File: src/rtl/inst_fetch.sv
// ============================================================================
// inst_fetch
// ----------------------------------------------------------------------------
// Sequential instruction fetch unit with a small prefetch FIFO.
//
// A fetch_pc register addresses the instruction memory directly (mem_addr).
// The memory answers combinationally on mem_data in the same cycle. Every
// cycle in which the FIFO has room, or is being drained at its head, the pair
// {fetch_pc, mem_data} is captured into the FIFO and fetch_pc advances by one
// word. The consumer sees the FIFO head through a valid/ready handshake.
// A redirect flushes the FIFO and restarts fetch at the word-aligned target.
// A target with nonzero low bits sets a sticky misaligned flag.
//
// Parameters
//   RESET_PC : fetch address after reset (bits [1:0] forced to zero)
//   DEPTH    : FIFO entry count, one of 2, 4 or 8
//
// Ports
//   clk            in   rising-edge clock
//   rst            in   asynchronous active-high reset
//   mem_addr       out  [14:0] byte address to instruction memory
//   mem_data       in   [31:0] instruction word at mem_addr (same cycle)
//   redirect_valid in   branch/jump redirect request
//   redirect_pc    in   [14:0] redirect target byte address
//   out_valid      out  FIFO head holds a valid instruction
//   out_ready      in   consumer accepts the head this cycle
//   out_inst       out  [31:0] instruction at FIFO head
//   out_pc         out  [14:0] byte address of out_inst
//   misaligned     out  sticky: some redirect target was not word aligned
// ============================================================================
module inst_fetch #(
   parameter logic [14:0] RESET_PC = 15'd0,
   parameter int          DEPTH    = 2
) (
   input  logic        clk,
   input  logic        rst,
   output logic [14:0] mem_addr,
   input  logic [31:0] mem_data,
   input  logic        redirect_valid,
   input  logic [14:0] redirect_pc,
   output logic        out_valid,
   input  logic        out_ready,
   output logic [31:0] out_inst,
   output logic [14:0] out_pc,
   output logic        misaligned
);

   // Pointer and occupancy widths; a pointer needs at least one bit.
   localparam int PW = (DEPTH > 1) ? $clog2(DEPTH) : 1;
   localparam int CW = $clog2(DEPTH + 1);

   localparam logic [PW-1:0] PTR_ZERO   = {PW{1'b0}};
   localparam logic [PW-1:0] PTR_ONE    = PW'(1);
   localparam logic [PW-1:0] PTR_LAST   = PW'(DEPTH - 1);
   localparam logic [CW-1:0] CNT_ZERO   = {CW{1'b0}};
   localparam logic [CW-1:0] CNT_ONE    = CW'(1);
   localparam logic [CW-1:0] CNT_FULL   = CW'(DEPTH);
   localparam logic [14:0]   PC_STEP    = 15'd4;
   localparam logic [14:0]   RESET_ADDR = {RESET_PC[14:2], 2'b00};

   // -------------------------------------------------------------------------
   // State
   // -------------------------------------------------------------------------
   logic [14:0]   fetch_pc_q,   fetch_pc_d;
   logic [PW-1:0] rd_ptr_q,     rd_ptr_d;
   logic [PW-1:0] wr_ptr_q,     wr_ptr_d;
   logic [CW-1:0] count_q,      count_d;
   logic          misaligned_q, misaligned_d;
   logic [14:0]   pc_store_q   [DEPTH];
   logic [14:0]   pc_store_d   [DEPTH];
   logic [31:0]   inst_store_q [DEPTH];
   logic [31:0]   inst_store_d [DEPTH];

   logic          pop_s;
   logic          push_s;

   // -------------------------------------------------------------------------
   // Handshake decode
   // -------------------------------------------------------------------------
   assign out_valid = (count_q != CNT_ZERO);
   assign pop_s     = out_valid && out_ready;
   // A pop frees the head slot, so a full FIFO can still accept this cycle.
   assign push_s    = !redirect_valid && ((count_q < CNT_FULL) || pop_s);

   // Memory is addressed straight from the fetch register.
   assign mem_addr   = fetch_pc_q;

   // Head of the FIFO comes from registered storage only, never from mem_data.
   assign out_inst   = inst_store_q[rd_ptr_q];
   assign out_pc     = pc_store_q[rd_ptr_q];
   assign misaligned = misaligned_q;

   // Next-state for fetch address, pointers, occupancy and sticky flag.
   always_comb begin
      fetch_pc_d   = fetch_pc_q;
      rd_ptr_d     = rd_ptr_q;
      wr_ptr_d     = wr_ptr_q;
      count_d      = count_q;
      misaligned_d = misaligned_q;

      if (redirect_valid) begin
         // Redirect wins over push and pop: the FIFO is emptied and any pop
         // offered in this cycle is discarded.
         fetch_pc_d = {redirect_pc[14:2], 2'b00};
         rd_ptr_d   = PTR_ZERO;
         wr_ptr_d   = PTR_ZERO;
         count_d    = CNT_ZERO;
         if (redirect_pc[1:0] != 2'b00) begin
            misaligned_d = 1'b1;
         end else begin
            misaligned_d = misaligned_q;
         end
      end else begin
         if (push_s) begin
            // 15-bit add wraps 0x7FFC back to 0x0000.
            fetch_pc_d = fetch_pc_q + PC_STEP;
            if (wr_ptr_q == PTR_LAST) begin
               wr_ptr_d = PTR_ZERO;
            end else begin
               wr_ptr_d = wr_ptr_q + PTR_ONE;
            end
         end else begin
            fetch_pc_d = fetch_pc_q;
            wr_ptr_d   = wr_ptr_q;
         end

         if (pop_s) begin
            if (rd_ptr_q == PTR_LAST) begin
               rd_ptr_d = PTR_ZERO;
            end else begin
               rd_ptr_d = rd_ptr_q + PTR_ONE;
            end
         end else begin
            rd_ptr_d = rd_ptr_q;
         end

         // Simultaneous push and pop leaves occupancy unchanged.
         if (push_s && !pop_s) begin
            count_d = count_q + CNT_ONE;
         end else if (pop_s && !push_s) begin
            count_d = count_q - CNT_ONE;
         end else begin
            count_d = count_q;
         end
      end
   end

   // Next-state for FIFO storage: write {fetch_pc, mem_data} at the tail on push.
   always_comb begin
      pc_store_d   = pc_store_q;
      inst_store_d = inst_store_q;
      if (push_s) begin
         pc_store_d[wr_ptr_q]   = fetch_pc_q;
         inst_store_d[wr_ptr_q] = mem_data;
      end else begin
         pc_store_d[wr_ptr_q]   = pc_store_q[wr_ptr_q];
         inst_store_d[wr_ptr_q] = inst_store_q[wr_ptr_q];
      end
   end

   // Control registers; reset empties the FIFO immediately, without a clock.
   always_ff @(posedge clk or posedge rst) begin
      if (rst) begin
         fetch_pc_q   <= RESET_ADDR;
         rd_ptr_q     <= PTR_ZERO;
         wr_ptr_q     <= PTR_ZERO;
         count_q      <= CNT_ZERO;
         misaligned_q <= 1'b0;
      end else begin
         fetch_pc_q   <= fetch_pc_d;
         rd_ptr_q     <= rd_ptr_d;
         wr_ptr_q     <= wr_ptr_d;
         count_q      <= count_d;
         misaligned_q <= misaligned_d;
      end
   end

   // FIFO storage registers; cleared on reset so the idle head reads as zero.
   always_ff @(posedge clk or posedge rst) begin
      if (rst) begin
         for (int i = 0; i < DEPTH; i++) begin
            pc_store_q[i]   <= 15'd0;
            inst_store_q[i] <= 32'd0;
         end
      end else begin
         for (int i = 0; i < DEPTH; i++) begin
            pc_store_q[i]   <= pc_store_d[i];
            inst_store_q[i] <= inst_store_d[i];
         end
      end
   end

endmodule

File: config.mk
export PLATFORM = sky130hd
export DESIGN_NAME = inst_fetch
export DESIGN_NICKNAME = d
export VERILOG_FILES = /design/src/rtl/inst_fetch.sv
export SDC_FILE = /design/constraint.sdc
export NUM_CORES = 1
export LEC_CHECK = 0
export ABC_AREA = 0
export BUFFER_PORTS_ARGS = -buffer_cell sky130_fd_sc_hd__clkbuf_2
export CAP_MARGIN = 40
export CORE_MARGIN = 2
export CORE_UTILIZATION = 54
export DETAILED_ROUTE_END_ITERATION = 12
export GPL_ROUTABILITY_DRIVEN = 0
export PLACE_DENSITY = 0.88
export SYNTH_ARGS = -nofsm -noshare
export SYNTH_HDL_FRONTEND = slang
export SYNTH_SLANG_ARGS = --single-unit
File: constraint.sdc
create_clock -name clk -period 4.7 [get_ports clk]
set_input_delay 0.47 -clock clk [delete_from_list [all_inputs] [get_ports clk]]
set_output_delay 0.47 -clock clk [all_outputs]
set_load 0.05 [all_outputs]
==> reports/metrics.yaml <==
run_status:
  status: "completed"
synthesis:
  synth_cells: 359
  yosysUniqueCellTypes: 34
  ys_seq_elements: 112
  synth_area_um2: 5000
  synth_area_per_cell_um2: 13.9
  yosysWarnings: 0
  yosysSeqAreaShare: 0.561
critical_path:
  critPathLaunch: "rd_ptr_q$_DFFE_PP0P_"
  r2r_setup_slack_ns: 2.84
  crit_buf_inv: 2
  crit_family: "flip-flops"
  reg2reg_from: "count_q[1]$_DFFE_PP0P_"
  cp_data_required_time_ns: 4.23
  path_max_fanout: 29
  reg2reg_to: "inst_store_q[8]$_DFFE_PP0P_"
  crit_path_end_kind: "primary output"
  cp.arrival_ns: 1.97
  crit_path_top_delay_cell: "dfrtp_2"
  start_kind: "register"
  cpPeakStageDelay_ns: 0.72
  worstSetupPathType: "reg -> out"
  worstPathCellList: "buf_12 > mux2_2 > clkbuf_2"
  r2r_cells: 4
detailed_routing:
  drc: 0
  wirelength_um: 10000
  routedWlPerCell_um: 17.2
  ant_nets: 0
  drtPass1Iterations: 4
  detailedRoute.firstIterationViolations: 75
  viasPerCell: 5.42
  num_vias: 3166
grt:
  antenna_found_initial: 0
  grt_max_degree: 59
  grt_pass1_vias: 3310
  grt_first_pass_wirelength_um: 16100
  grt_use_total: 0.204
  overflow: 0
power:
  power_frac_clock: 0.217
  power.switching_mw: 1.13
  internal_power_mw: 1.89
  combinationalPowerShare: 0.349
  ir_worst_vdd_v: 0.000215
  seq_power_share: 0.434
  p_sw_frac: 0.374
  power_density_nw_per_um2: 511
  leakage_nw: 2.69
clock_network:
  h-tree-depth: 3
  cts_resized: 0
  cts_setup_buffers: 0
  clock_latency_ns: 0.36
  cts_hold_buf: 0
  clock_path_buffers: 2
  cts_tree: "yes"
  cts_made_buffers: 9
  clock_sinks: 112
  clkTransAtPathRegs_ns: 0.11
  cts_root_buf: "clkbuf_8"
timing:
  final.setup_skew_ns: 0.0116
  slew_violations: 0
  rsz0062_at_grt: "false"
  setup-tns-final_ns: 0
  period_share: 0.520
  fmax_mhz: 409
  final_hold_viol_count: 0
  tightest_slew_ns: 0.651
  post-route-min-period_ns: 2.44
  finalSetupViolCount: 0
  slew_headroom: 0.566
cells_and_area:
  post-route-util: 0.649
  drive_gt1_frac: 0.592
  n_antenna_cell: 0
  syn_to_final_growth_pct: 18.2
  nFillCells: 688
  nets: 520
die:
  start_util: 0.549
  fp.dieW_um: 100
  io_pins: 115
  rows: 35
  die_h_um: 100
  dieArea_um2: 10000
  core_um2: 9110
run:
  maxCapViolations: 0
placement:
  dp_hpwl_um: 7030
  io_buffers: 112
worst_hold_path:
  hp-class: "in -> async"
==> cell type report <==
cell class	instances	area (µm²)	area share
Multi-Input combinational cell	222	2060	0.349
Sequential cell	112	2800	0.475
Tap cell	111	139	0.0235
Clock inverter	5	87.6	0.0148
Inverter	4	17.5	0.00296
Clock buffer	11	151	0.0256
Timing Repair Buffer	119	646	0.109
==> cells in the final DEF, fill, tap and decap left out, drive strengths merged <==
cell type | netlist | layout
nand4 | 1 | 1
a211o | 1 | 1
and3 | 1 | 1
a21oi | 2 | 2
o21ai | 13 | 13
clkinvlp | 0 | 1
xor2 | 3 | 3
inv | 4 | 5
buf | 16 | 7
ha | 1 | 1
conb | 1 | 2
and4 | 1 | 1
mux2i | 1 | 1
nand2 | 18 | 18
mux2 | 137 | 137
o31a | 1 | 1
nor4 | 2 | 2
nor2 | 5 | 5
clkinv | 0 | 1
dfrtp | 112 | 112
or4 | 2 | 2
nand2b | 1 | 1
nor4b | 2 | 2
clkbuf | 6 | 123
xnor2 | 8 | 8
nor3 | 2 | 2
nor3b | 2 | 2
nor2b | 8 | 8
nand3 | 6 | 6
bufinv | 0 | 2
or2 | 1 | 1
or3 | 1 | 1
==> worst reg2reg max path: cells and delay by family, from the launching register on <==
| family | cells | cell delay, ns |
|---|---|---|
| flip-flops | 1 | 0.43 |
| buffers and inverters | 1 | 0.36 |
| AND/OR/NAND/NOR | 2 | 0.57 |
| multiplexers | 1 | 0.39 |
==> worst max-delay path by stage <==
stage | end | cells after the start
floorplan | count_q[0]$_DFFE_PP0P_ | 1
detailed placement | inst_store_q[8]$_DFFE_PP0P_ | 4
finish | out_pc[7] | 3
global route | out_pc[7] | 3
global placement | inst_store_q[15]$_DFFE_PP0P_ | 4
CTS | out_pc[7] | 3
==> cell usage after synthesis <==
cell type    n  area (µm²)
dfrtp_1    112        2800
nand2_2      1        6.26
nor4b_1      2        17.5
nor3b_1      2        15.0
buf_6        1        11.3
o21ai_0     13        65.1
ha_1         1        12.5
buf_4        5        37.5
a211o_1      1        8.76
clkbuf_8     1        13.8
xnor2_1      8        70.1
nor3_1       2        10.0
nor2_1       5        18.8
nand2_1     17        63.8
xor2_1       3        26.3
a21oi_1      2        10.0
and3_1       1        6.26
clkbuf_1     5        18.8
nand2b_1     1        6.26
and4_1       1        8.76
inv_1        4        15.0
or2_2        1        6.26
nor4_1       2        12.5
nor2b_4      1        13.8
nand3_1      6        30.0
o31a_1       1        8.76
or4_1        2        15.0
or3_4        1        11.3
buf_2       10        50.1
mux2_2     137        1540
conb_1       1        3.75
nor2b_1      7        43.8
mux2i_1      1        10.0
nand4_1      1        6.26
==> through the flow <==
step	power [mW]	hold slack, ns	setup WS [ns]	cell area, µm²	instances
6_report	3.02	0.0386	2.26	5910	584
5_1_grt	3.16	0.0346	2.18	5910	584
4_1_cts	3.04	0.0389	2.22	5910	584
3_5_place_dp	2.39	0.445	2.45	5670	568
3_3_place_gp	2.33	0.451	1.97	5610	565
2_1_floorplan	2.15	0.458	1.27	5000	360
==> power groups by stage <==
| stage | Clock (mW) | Combinational, mW | Sequential [mW] |
|---|---|---|---|
| final | 0.655 | 1.05 | 1.31 |
| after global placement | 0 | 1.01 | 1.32 |
| after global routing | 0.709 | 1.11 | 1.34 |
| after CTS | 0.668 | 1.07 | 1.31 |
| after floorplan | 0 | 0.835 | 1.31 |
| after detailed placement | 0 | 1.06 | 1.33 |
==> sequential cells by signal, summed over array words and instances (netlist names) <==
name	count
inst_store_q	64
pc_store_q	30
mem_addr	13
count_q	2
misaligned	1
rd_ptr_q	1
wr_ptr_q	1
==> layer usage <==
layer | track usage | share of wire | vias to the layer above
met3 | 0.0411 | 0.050 | 6
met4 | 0.0464 | 0.0063 | 0
met1 | 0.278 | 0.45 | 1582
met5 | 0 | 0 | -
li1 | - | - | 1475
met2 | 0.341 | 0.49 | 103
==> kinds of logic (layout without fill, tap and decap cells) <==
group           count (synthesis)  in the layout  synth area share
fa+ha+maj                       1              1           0.00250
compound gates                 17             17            0.0185
buf+inv                        26            139            0.0293
other cells                     1              2          0.000750
flops                         112            112             0.561
xor+xnor                       11             11            0.0193
mux                           138            138             0.311
simple gates                   53             53            0.0583
(Power assumes the default switching activity.)
